File: src/rtl/apb_pkg.sv
// Shared types for the APB requester: FSM state encoding, default bus widths, response bundle.
// Latency: n/a (types and constants only).
// Backpressure: n/a.
package apb_pkg;

    localparam int APB_ADDR_W = 32;
    localparam int APB_DATA_W = 32;

    typedef enum logic [1:0] {
        IDLE   = 2'd0,
        SETUP  = 2'd1,
        ACCESS = 2'd2
    } apb_state_e;

    // One registered response beat. rdata/err/timeout are only meaningful while valid=1.
    typedef struct packed {
        logic [APB_DATA_W-1:0] rdata;
        logic                  err;
        logic                  timeout;
        logic                  valid;
    } apb_rsp_t;

endpackage

File: src/rtl/apb_watchdog.sv
// ACCESS-phase watchdog: cleared on clr, counts inc cycles, flags expire on the TIMEOUT-th counted cycle.
// Latency: expire is combinational from the counter register; the count updates one edge after inc.
// Backpressure: none; the counter saturates at all-ones. TIMEOUT=0 keeps expire permanently low.
// Ports: clk/rst (sync, active-high), clr (zero the count), inc (one more stalled cycle), expire (limit reached).
module apb_watchdog #(
    parameter int TIMEOUT = 16
) (
    input  logic clk,
    input  logic rst,
    input  logic clr,
    input  logic inc,
    output logic expire
);

    // A zero TIMEOUT still needs a legal (1-bit) counter even though expire never fires.
    localparam int CW = (TIMEOUT > 0) ? $clog2(TIMEOUT + 1) : 1;
    localparam logic [CW-1:0] LAST = (TIMEOUT > 0) ? CW'(TIMEOUT - 1) : '0;

    logic [CW-1:0] cnt;

    always_ff @(posedge clk) begin
        if (rst || clr) begin
            cnt <= '0;
        end else if (inc && (cnt != '1)) begin
            cnt <= cnt + 1'b1;
        end
    end

    // cnt holds the number of stalled ACCESS cycles already seen, so the current
    // cycle is the TIMEOUT-th one when cnt reaches TIMEOUT-1.
    assign expire = (TIMEOUT != 0) && (cnt == LAST);

endmodule

File: src/rtl/apb_master_bridge.sv
// APB requester: runs one valid/ready command at a time as an APB SETUP->ACCESS transfer, returns a 1-cycle response pulse.
// Latency: 3 cycles accept-to-response with a zero-wait slave, +1 per wait state; watchdog aborts after TIMEOUT stalled ACCESS cycles.
// Backpressure: cmd_ready is low while a transfer is in flight; the response has no backpressure.
// Ports: pclk/preset (sync, active-high); cmd_* command port; rsp_* response pulse; busy; psel/penable/pwrite/paddr/pwdata
//        drive the APB slave, prdata/pready/pslverr come back from it.
module apb_master_bridge
    import apb_pkg::*;
#(
    parameter int ADDR_W  = APB_ADDR_W,
    parameter int DATA_W  = APB_DATA_W,
    parameter int TIMEOUT = 16
) (
    input  logic              pclk,
    input  logic              preset,
    input  logic              cmd_valid,
    output logic              cmd_ready,
    input  logic              cmd_write,
    input  logic [ADDR_W-1:0] cmd_addr,
    input  logic [DATA_W-1:0] cmd_wdata,
    output logic              rsp_valid,
    output logic [DATA_W-1:0] rsp_rdata,
    output logic              rsp_err,
    output logic              rsp_timeout,
    output logic              busy,
    output logic              psel,
    output logic              penable,
    output logic              pwrite,
    output logic [ADDR_W-1:0] paddr,
    output logic [DATA_W-1:0] pwdata,
    input  logic [DATA_W-1:0] prdata,
    input  logic              pready,
    input  logic              pslverr
);

    // The response bundle carries rdata at the package width, so wider data buses cannot be represented.
    if (DATA_W > APB_DATA_W) begin : g_width_check
        $error("apb_master_bridge: DATA_W exceeds APB_DATA_W");
    end

    apb_state_e state;
    apb_rsp_t   rsp_q;

    logic wd_clr;
    logic wd_inc;
    logic wd_expire;

    assign wd_clr = (state == SETUP);
    assign wd_inc = (state == ACCESS) && !pready;

    apb_watchdog #(
        .TIMEOUT (TIMEOUT)
    ) u_watchdog (
        .clk    (pclk),
        .rst    (preset),
        .clr    (wd_clr),
        .inc    (wd_inc),
        .expire (wd_expire)
    );

    always_ff @(posedge pclk) begin
        if (preset) begin
            // Any in-flight transfer is dropped silently: no response is generated.
            state   <= IDLE;
            psel    <= 1'b0;
            penable <= 1'b0;
            pwrite  <= 1'b0;
            paddr   <= '0;
            pwdata  <= '0;
            rsp_q   <= '0;
        end else begin
            // Response is a single-cycle pulse; the payload fields keep their last value.
            rsp_q.valid <= 1'b0;
            case (state)
                IDLE: begin
                    if (cmd_valid) begin
                        pwrite <= cmd_write;
                        paddr  <= cmd_addr;
                        pwdata <= cmd_wdata;
                        psel   <= 1'b1;
                        state  <= SETUP;
                    end
                end
                SETUP: begin
                    penable <= 1'b1;
                    state   <= ACCESS;
                end
                ACCESS: begin
                    if (pready) begin
                        psel          <= 1'b0;
                        penable       <= 1'b0;
                        rsp_q.valid   <= 1'b1;
                        rsp_q.rdata   <= pwrite ? '0 : APB_DATA_W'(prdata);
                        rsp_q.err     <= pslverr;
                        rsp_q.timeout <= 1'b0;
                        state         <= IDLE;
                    end else if (wd_expire) begin
                        psel          <= 1'b0;
                        penable       <= 1'b0;
                        rsp_q.valid   <= 1'b1;
                        rsp_q.rdata   <= '0;
                        rsp_q.err     <= 1'b1;
                        rsp_q.timeout <= 1'b1;
                        state         <= IDLE;
                    end
                end
                default: begin
                    psel    <= 1'b0;
                    penable <= 1'b0;
                    state   <= IDLE;
                end
            endcase
        end
    end

    // Both are straight decodes of the state register, so they are glitch-free and
    // cmd_ready is already high in the first cycle after reset.
    assign cmd_ready   = (state == IDLE);
    assign busy        = (state != IDLE);

    assign rsp_valid   = rsp_q.valid;
    assign rsp_rdata   = rsp_q.rdata[DATA_W-1:0];
    assign rsp_err     = rsp_q.err;
    assign rsp_timeout = rsp_q.timeout;

endmodule
File: config.mk
export PLATFORM = sky130hd
export DESIGN_NAME = apb_master_bridge
export DESIGN_NICKNAME = d
export VERILOG_FILES = /design/src/rtl/apb_pkg.sv /design/src/rtl/apb_watchdog.sv /design/src/rtl/apb_master_bridge.sv
export SDC_FILE = /design/constraint.sdc
export NUM_CORES = 1
export LEC_CHECK = 0
export BUFFER_PORTS_ARGS = -buffer_cell sky130_fd_sc_hd__clkbuf_2
export CAP_MARGIN = 10
export CORE_MARGIN = 3
export CORE_UTILIZATION = 40
export CTS_CLUSTER_DIAMETER = 120
export DETAILED_ROUTE_END_ITERATION = 12
export PLACE_DENSITY = 0.73
export SYNTH_ARGS = -nofsm -noshare
export SYNTH_HDL_FRONTEND = slang
export SYNTH_SLANG_ARGS = --single-unit
File: constraint.sdc
create_clock -name pclk -period 2.49 [get_ports pclk]
set_input_delay 0.1245 -clock pclk [delete_from_list [all_inputs] [get_ports pclk]]
set_output_delay 0.1245 -clock pclk [all_outputs]
set_load 0.01 [all_outputs]
**Yosys cells after proc, flatten, opt, wreduce, memory -nomap -nowiden**

Cells that the tools add are included.

- Reductions and logical operators: 13
- Eq/ne operators: 6
- Add/subtract/negate cells: 1
- Bitwise logic cells: 3
- Muxes and demuxes: 12

Operators by type and width:

| kind | count |
|---|---|
| 35-bit two-way mux | 2 |
| 32-bit two-way mux | 1 |
| 2-bit AND reduction | 4 |
| 2-bit two-way mux | 3 |
| 1-bit case mux with 3 select lines | 2 |
| 2-bit case mux with 3 select lines | 1 |
| 5-bit by 1-bit adder with 5-bit output (second input constant) | 1 |
| 5-bit by 4-bit == test with 1-bit output (second input constant) | 1 |
| 5-bit != test (second input constant) | 1 |
| 2-bit nonzero test | 2 |
| 1-bit two-way mux | 3 |
| 3-bit by 2-bit != test with 1-bit output (second input constant) | 1 |
| 1-bit NOT | 3 |
| 3-bit AND reduction | 1 |
| 2-bit by 1-bit == test with 1-bit output (second input constant) | 1 |
| 2-bit == test (second input constant) | 1 |
| 1-bit logical AND | 2 |
| 2-bit zero test | 1 |
| 2-bit != test (second input constant) | 1 |
| 2-bit OR reduction | 1 |
| 1-bit zero test | 1 |
| 1-bit logical OR | 1 |

- Output and inout bits: 104
- Input bits: 102
- Bits in registers: 109

**Longest topological paths before layout**

Gate-level depths: netlist of the first run.

- Depth after elaboration: 4
- Depth in mapped cells: 7
- Gate-level depth less buffers: 6

**Hierarchy**

Synthesis of the first run repeated with hierarchy kept, for this count alone.

- Cell total of the unflattened synthesis: 485
- Area, all modules: 4,136.5 um^2

Modules (own cells, without submodules):

| module | cells each | area each (um^2) | instances | sequential area each (um^2) |
|---|---|---|---|---|
| apb_master_bridge | 458 | 3,882.5 | 1 | 2,082.0 |
| apb_watchdog | 27 | 254.0 | 1 | 100.1 |

**Least setup slack after synthesis of the first run**

Ideal clock, no wire load.

- Kind: flip-flop to flip-flop
- Start point: register u_watchdog.cnt[0]
- End point: register rsp_q, in the netlist rsp_rdata[10]
- Setup time: 59 ps
- Cell stages (with the launch flop): 8
- Data required time: 2,431 ps
- Slack: 752 ps
- Path buffers: 1
- Data arrival time: 1,680 ps
- Path through: dfxtp_1 -> ha_1 -> and3_1 -> ha_1 -> or2_1 -> a21oi_2 -> buf_2 -> a22o_1

- Cells in the longest elaborated chain, start to end: 3

Ends and longest elaborated chain:

| what | line | text |
|---|---|---|
| start, declared | apb_watchdog.sv:19 | `logic [CW-1:0] cnt;` |
| start signal, assigned | apb_watchdog.sv:25 | `cnt <= cnt + 1'b1;` |
| 5-bit by 4-bit == test with 1-bit output | apb_watchdog.sv:31 | `assign expire = (TIMEOUT != 0) && (cnt == LAST);` |
| 2-bit nonzero test (no source line) | - |  |
| 2-bit AND reduction (no source line) | - |  |
| end, declared | apb_master_bridge.sv:41 | `apb_rsp_t rsp_q;` |

No other way between the ends.
A chain may end at the register's enable or synchronous reset.

**Worst setup path in the final report of the first run**

- Start point: register u_watchdog.cnt[0]
- End point: register rsp_q, in the netlist rsp_rdata[9]

Same word-level chain as after synthesis.

==> results of run 1 <==
-- what timing repair did --
action,CTS,global route
setup buffers,0,0
hold buffers,95,0
resized for setup,0,0
hold endpoints to repair,95,0
-- stage by stage --
stage / total power, mW / cells / hold WS (ps) / cell area [um^2] / utilization (%)
floorplan: 2.14 / 413 / 221 / 3780 / -
global placement: 2.33 / 701 / 336 / 4820 / 53.9
detailed placement: 2.35 / 701 / 339 / 4820 / 53.9
CTS: 3.57 / 812 / 0.623 / 5980 / 66.9
global route: 3.70 / 812 / 3.82 / 5980 / 66.9
finish: 3.54 / 812 / 12.8 / 5980 / 66.9
-- critical path, delay by kind of cell (launching register included) --
kind	cells	cell delay, ps
AND/OR/NAND/NOR	2	460
adder cells (fa/ha/maj)	2	430
AO/OA/AOI/OAI	2	370
buffers and inverters	1	350
flip-flops	1	340
-- worst paths after layout --
path / from / endpoint / slack (ps) / depth (start not counted)
worst max-delay path: u_watchdog.cnt[0] / rsp_rdata[9] / 490 / 7
worst min-delay path: cmd_addr[20] / paddr[20] / 10 / 3
worst max register to register: u_watchdog.cnt[0] / rsp_rdata[9] / 490 / 7
worst min register to register: pwdata[15] / pwdata[15] / 460 / 2
-- power by group --
part           internal (mW)  switching [mW]  leakage, nW  total (mW)
Sequential              1.83          0.0484        0.890        1.88
Clock                  0.503           0.597        0.109        1.10
Combinational          0.281           0.280         1.83       0.561
Total                   2.61           0.926         2.83        3.54
-- cells by family after synthesis --
| group | after synthesis | share of synthesized area, % |
|---|---|---|
| muxes | 2 | 0.530 |
| buffers and inverters | 35 | 5.17 |
| xor gates and xnor gates | 1 | 0.232 |
| adders and majority gates | 3 | 0.993 |
| and+or+nand+nor | 154 | 17.1 |
| AOI/OAI and AO/OA | 109 | 18.2 |
| DFF | 109 | 57.7 |
-- layer usage --
layer,up-vias,routed length (um),global-route usage (%)
li1,1958,-,-
met1,1860,4740,23.9
met2,187,6210,39.5
met3,37,771,4.76
met4,0,463,11.1
met5,-,0,0
-- sequential cells by signal, indices dropped and copies added, names as in the netlist --
signal and flops:
pwdata 32, rsp_rdata 32, rsp_timeout 1, u_watchdog.cnt 5, state 2, paddr 32, pwrite 1, psel 1
rsp_valid 1, rsp_err 1, penable 1
-- cell type report --
type / count / area (um^2) / area share [%]
Clock inverter: 6 / 68.8 / 1.15
Timing Repair Buffer: 305 / 2030 / 33.9
Clock buffer: 10 / 138 / 2.30
Inverter: 5 / 18.8 / 0.314
Multi-Input combinational cell: 269 / 1410 / 23.6
Tap cell: 108 / 135 / 2.26
Sequential cell: 109 / 2180 / 36.5
-- layout by cell type, fill, tap and decap left out, types with 2 or more instances in the layout --
cell             n
dfxtp_1        109
clkbuf_2       205
and3_1           3
inv_1            5
nand2_1        133
ha_1             3
dlygate4sd3_1   95
mux2i_1          2
clkbuf_8        10
a21oi_1         70
a211oi_1         2
buf_4            4
a22o_1          32
nand3_1          2
clkinv_2         2
nor2_1           7
==> summary.md, run 1 <==
| Metric | Value |
|---|---|
| Status | `completed` |
| Io pins | `206` |
| Die H | `103 um` |
| Slowest CP cell | `buf_4` |
| First-pass GRT wire length | `between 15000 and 20000 um` |
| Post-synth top area share | `between 50 and 60%` |
| Vias in the first global route | `approximately 3900` |
| CP Max Fanout | `32` |
| Post-DR wirelength/cell | `roughly 15 um` |
| Slew @ Worst Pin | `approximately 760 ps` |
| Clk sinks | `between 100 and 150` |
| Clock transition at path regs | `approximately 110 ps` |
| Largest net degree at the start of global routing | `between 40 and 50` |
| Chip width | `103 um` |
| Leak Pwr | `approximately 2.8 nW` |
| VDD IR-drop max | `~0.36 mV` |
| Final TNS setup | `0 ps` |
| FP Rows | `34` |
| IO buf count | `~210` |
| N_diodes | `0` |
| All-layer global routing usage | `21.8%` |
| Worst relative slew slack | `49.6%` |
| Final Hold Fails | `0` |
| GR Overflow Total | `0` |
| Cell breakdown of the critical path | `ha_1, and3_1, ha_1, or2_1, a21oi_2, buf_4, a22o_1` |
| Clock buffer count from CTS | `9` |
| Share of cells above drive strength 1 | `~33%` |
| Critical Path Max Stage Delay | `350 ps` |
| Fin crit share | `about four fifths` |
| Top_reg_cell synth | `dfxtp_1` |
| Worst setup EP type | `flip-flop` |
| Critical Path Source Type | `flip-flop` |
| Vias per inst | `around 5.0` |
| Most used cell along the critical path | `ha_1` |
| Drt initial violations | `150` |
| RSZ-0062 raised after global routing | `no` |
| WS Path Type | `reg -> reg` |
| Post-placement setup slack | `533 ps` |
| Initial Util | `a little over two fifths` |
| Final Max Slew Viols | `0` |
| Req. time, crit path | `2790 ps` |
| Mapped Area | `between 3000 and 4000 um^2` |
| Most frequent cell after synthesis | `nand2_1` |
| Area of the die | `approximately 11000 um^2` |
| Post-route minimum period | `around 2000 ps` |
| Clk buf depth | `2` |
| Initial antenna violation count | `0` |
| Syn-to-layout area delta | `58.2%` |
| Clk Latency, worst-skew pair | `about 360 ps` |
| Nets | `around 800` |
| Final setup vio count | `0` |
| EDFF count, synth | `0` |
| Core area | `8930 um^2` |
| Max H-tree Level | `3` |
| # fillers | `about 700` |
| # Max-Cap Violations | `0` |
| Synth warn | `0` |
| Routed Antenna Nets | `0` |
| Yosys reg bits | `about 110` |
| Most frequent cells after synthesis | `nand2_1 (133), dfxtp_1 (109), a21oi_1 (70), a22o_1 (32), clkbuf_1 (11)` |
| First-pass DRT Iterations | `4` |
| CTS tree | `yes` |
| Ranking of synthesized cells by area | `dfxtp_1 (58%), nand2_1 (13%), a21oi_1 (9.3%)` |
| Clock Tree Root | `clkbuf_8` |
| Post-synth ARST share | `0%` |
| CP arrival | `~2300 ps` |
| Avg Inst Size Synth | `about 9.1 um^2` |
| Syn nets | `approximately 520` |
| Setup ws final | `488 ps` |
| Syn Inst Count | `~410` |
| GP Congestion | `between 0.8 and 0.9` |
| PwrDens | `592 nW/um^2` |
| Final setup skew | `15.5 ps` |
| DRC | `0` |
| Detailed Place HPWL | `~7400 um` |
| Vias post-DR | `4042` |
| Worst Hold Class | `in -> reg` |
| Max Clk Rate | `approximately 500 MHz` |
| Routed WL | `between 10000 and 15000 um` |
| Post-synth top area cell | `dfxtp_1` |
| Register area share after synthesis | `between 50% and 60%` |
| Synth unique cells | `31` |
(Power assumes the default switching activity.)
==> run 2: changes to the inputs <==
--- a/config.mk
+++ b/config.mk
@@ -11,7 +11,7 @@
 export CORE_UTILIZATION = 40
 export CTS_CLUSTER_DIAMETER = 120
 export DETAILED_ROUTE_END_ITERATION = 12
-export PLACE_DENSITY = 0.73
+export PLACE_DENSITY = 0.76
 export SYNTH_ARGS = -nofsm -noshare
 export SYNTH_HDL_FRONTEND = slang
 export SYNTH_SLANG_ARGS = --single-unit
==> constraint.sdc (replaced) <==
create_clock -name pclk -period 1.8 [get_ports pclk]
set_input_delay 0.09 -clock pclk [delete_from_list [all_inputs] [get_ports pclk]]
set_output_delay 0.09 -clock pclk [all_outputs]
set_load 0.01 [all_outputs]
==> summary.md, run 2 (same netlist as run 1, synthesis figures left out) <==
| Metric | Value |
|---|---|
| Status | `completed (unchanged)` |
| Chip width | `103 um (unchanged)` |
| Req. time, crit path | `2090 ps (was 2790 ps)` |
| RSZ-0062 raised after global routing | `yes (was no)` |
| Cell total after placement | `704 (was 701)` |
| Reg2Reg Depth | `8 (was 7)` |
| FP Rows | `34 (unchanged)` |
| Max Clk Rate | `563 MHz (was 499 MHz)` |
| Clock Tree Root | `clkbuf_8 (unchanged)` |
| Die H | `103 um (unchanged)` |
| Final Hold Fails | `0 (unchanged)` |
| Worst Hold Class | `in -> reg (unchanged)` |
| Levels on crit path | `8 (was 7)` |
| Vias in the first global route | `4219 (was 3918)` |
| GR Overflow Total | `0 (unchanged)` |
| Critical Path Max Stage Delay | `350 ps (about the same)` |
| Min-Delay Path Depth | `2 (was 3)` |
| Slowest CP cell | `dfxtp_2 (was buf_4)` |
| Placed cell area | `4870 um^2 (was 4820 um^2)` |
| Largest net degree at the start of global routing | `57 (was 47)` |
| Share of cells above drive strength 1 | `34.7% (was 33.1%)` |
| Clock buffer count from CTS | `9 (unchanged)` |
| First-pass DRT Iterations | `4 (unchanged)` |
| Leak Pwr | `2.89 nW (was 2.83 nW)` |
| Clk buf depth | `2 (unchanged)` |
| Buf+Inv Stages, Crit Path | `2 (was 1)` |
| IO buf count | `205 (unchanged)` |
| Hold Crit Start | `pready (was cmd_addr[20])` |
| Largest delay share family, worst path | `simple AND/OR/NAND/NOR gates (unchanged)` |
| Initial antenna violation count | `0 (unchanged)` |
| Max H-tree Level | `3 (unchanged)` |
| # Max-Cap Violations | `0 (unchanged)` |
| Routed WL | `13200 um (was 12200 um)` |
| PwrDens | `781 nW/um^2 (was 592 nW/um^2)` |
| Fin crit share | `98.7% (was 80.4%)` |
| Worst setup EP type | `flip-flop (unchanged)` |
| FF-to-FF setup slack | `20 ps (was 490 ps)` |
| Non-Filler Instances | `825 (was 812)` |
| Reg-to-reg critical path startpoint | `u_watchdog.cnt[1] (was u_watchdog.cnt[0])` |
| Commonest non-fill, non-tap cells in the layout | `clkbuf_2 (205), nand2_1 (133), dfxtp_1 (107) (was clkbuf_2 (205), nand2_1 (133), dfxtp_1 (109))` |
| GP Congestion | `0.778 (was 0.815)` |
| Vias per inst | `5.04 (was 4.98)` |
| Vias post-DR | `4158 (was 4042)` |
| CP Max Fanout | `8 (was 32)` |
| DRC | `0 (unchanged)` |
| Nets | `817 (was 804)` |
| N_diodes | `0 (unchanged)` |
| Post-DR wirelength/cell | `16.0 um (was 15.0 um)` |
| Clk Latency, worst-skew pair | `360 ps (about the same)` |
| # fillers | `636 (was 697)` |
| Initial Util | `42.3% (unchanged)` |
| Worst setup path start | `u_watchdog.cnt[1] (was u_watchdog.cnt[0])` |
| Clock transition at path regs | `100 ps (was 110 ps)` |
| WS Path Type | `reg -> reg (unchanged)` |
| Slew @ Worst Pin | `556 ps (was 756 ps)` |
| Io pins | `206 (unchanged)` |
| First-pass GRT wire length | `20100 um (was 18300 um)` |
| CP arrival | `2070 ps (was 2300 ps)` |
| Final setup vio count | `0 (unchanged)` |
| Post-route minimum period | `1780 ps (was 2000 ps)` |
| CTS tree | `yes (unchanged)` |
| Final setup skew | `17.1 ps (was 15.5 ps)` |
| Critical Path Source Type | `flip-flop (unchanged)` |
| Syn-to-layout area delta | `63.4% (was 58.2%)` |
| Design Area, Final | `6170 um^2 (was 5980 um^2)` |
| Smallest hold slack | `59.3 ps (was 12.8 ps)` |
| Clk sinks | `109 (unchanged)` |
| Drt initial violations | `154 (was 150)` |
| Final Max Slew Viols | `0 (unchanged)` |
| All-layer global routing usage | `24.1% (was 21.8%)` |
| Core area | `8930 um^2 (unchanged)` |
| Area of the die | `10600 um^2 (unchanged)` |
| VDD IR-drop max | `0.519 mV (was 0.363 mV)` |
| Routed Antenna Nets | `0 (unchanged)` |
| Detailed Place HPWL | `7400 um (was 7420 um)` |
| Cell breakdown of the critical path | `ha_4, and3_4, ha_4, or2_4, a21oi_4, buf_12, buf_12, a22o_1 (was ha_1, and3_1, ha_1, or2_1, a21oi_2, buf_4, a22o_1)` |
| Worst relative slew slack | `62.9% (was 49.6%)` |
| Commonest non-fill, non-tap cell in the layout | `clkbuf_2 (unchanged)` |
==> run 2: cell count changes in the layout (fill, tap and decap cells not counted), sizes merged, moves of 2 or more <==
cell	before	now
buf	5	15
dlygate4sd3	95	98
clkinvlp	0	3
clkinv	3	1
==> run 2: where the power goes <==
group,total (mW),leakage (nW),switching (mW),internal (mW)
clock network,1.39,0.0857,0.863,0.526
registers,2.60,0.891,0.0712,2.53
logic,0.836,1.92,0.407,0.429
total,4.82,2.89,1.34,3.48
==> run 2: final timing paths <==
kind                                 endpoint
worst max-delay path            rsp_rdata[31]
worst max register to register  rsp_rdata[31]
worst min register to register     pwdata[23]
worst min-delay path              rsp_timeout
==> run 2: area by class of cell <==
cell class / instances / area, um^2 / share of cell area, %
clock buffer: 9 / 124 / 2.01
clock inverter: 7 / 58.8 / 0.952
inverter: 5 / 18.8 / 0.304
multi-input combinational: 269 / 1450 / 23.4
sequential: 109 / 2180 / 35.4
tap: 108 / 135 / 2.19
timing repair buffer: 318 / 2210 / 35.7
==> run 2: routing by layer <==
layer  GRT usage [%]  up-vias  routed length (um)
li1                -     1985                   -
met1            25.8     1937                4860
met2            44.0      191                6880
met3            5.97       45                 862
met4            11.8        0                 576
met5               0        -                   0
==> run 2: what timing repair did <==
item,4_1_cts,5_1_grt
gates resized for setup,13,1
setup buffers,6,1
gates cloned,3,0
endpoints found under the hold margin,98,0
hold buffers,98,0
endpoints found under the setup margin,29,22
pin swaps,3,18
==> run 2: through the flow <==
stage,setup slack [ps],util [%],TNS [ps],power [mW]
6_report,23.8,69.1,0,4.82
5_1_grt,-42.4,69.1,-229,5.02
4_1_cts,2.16,69.7,0,4.86
3_5_place_dp,-4.96,54.5,-6.44,3.26
3_3_place_gp,61.0,54.5,0,3.23
2_1_floorplan,61.6,-,0,2.96
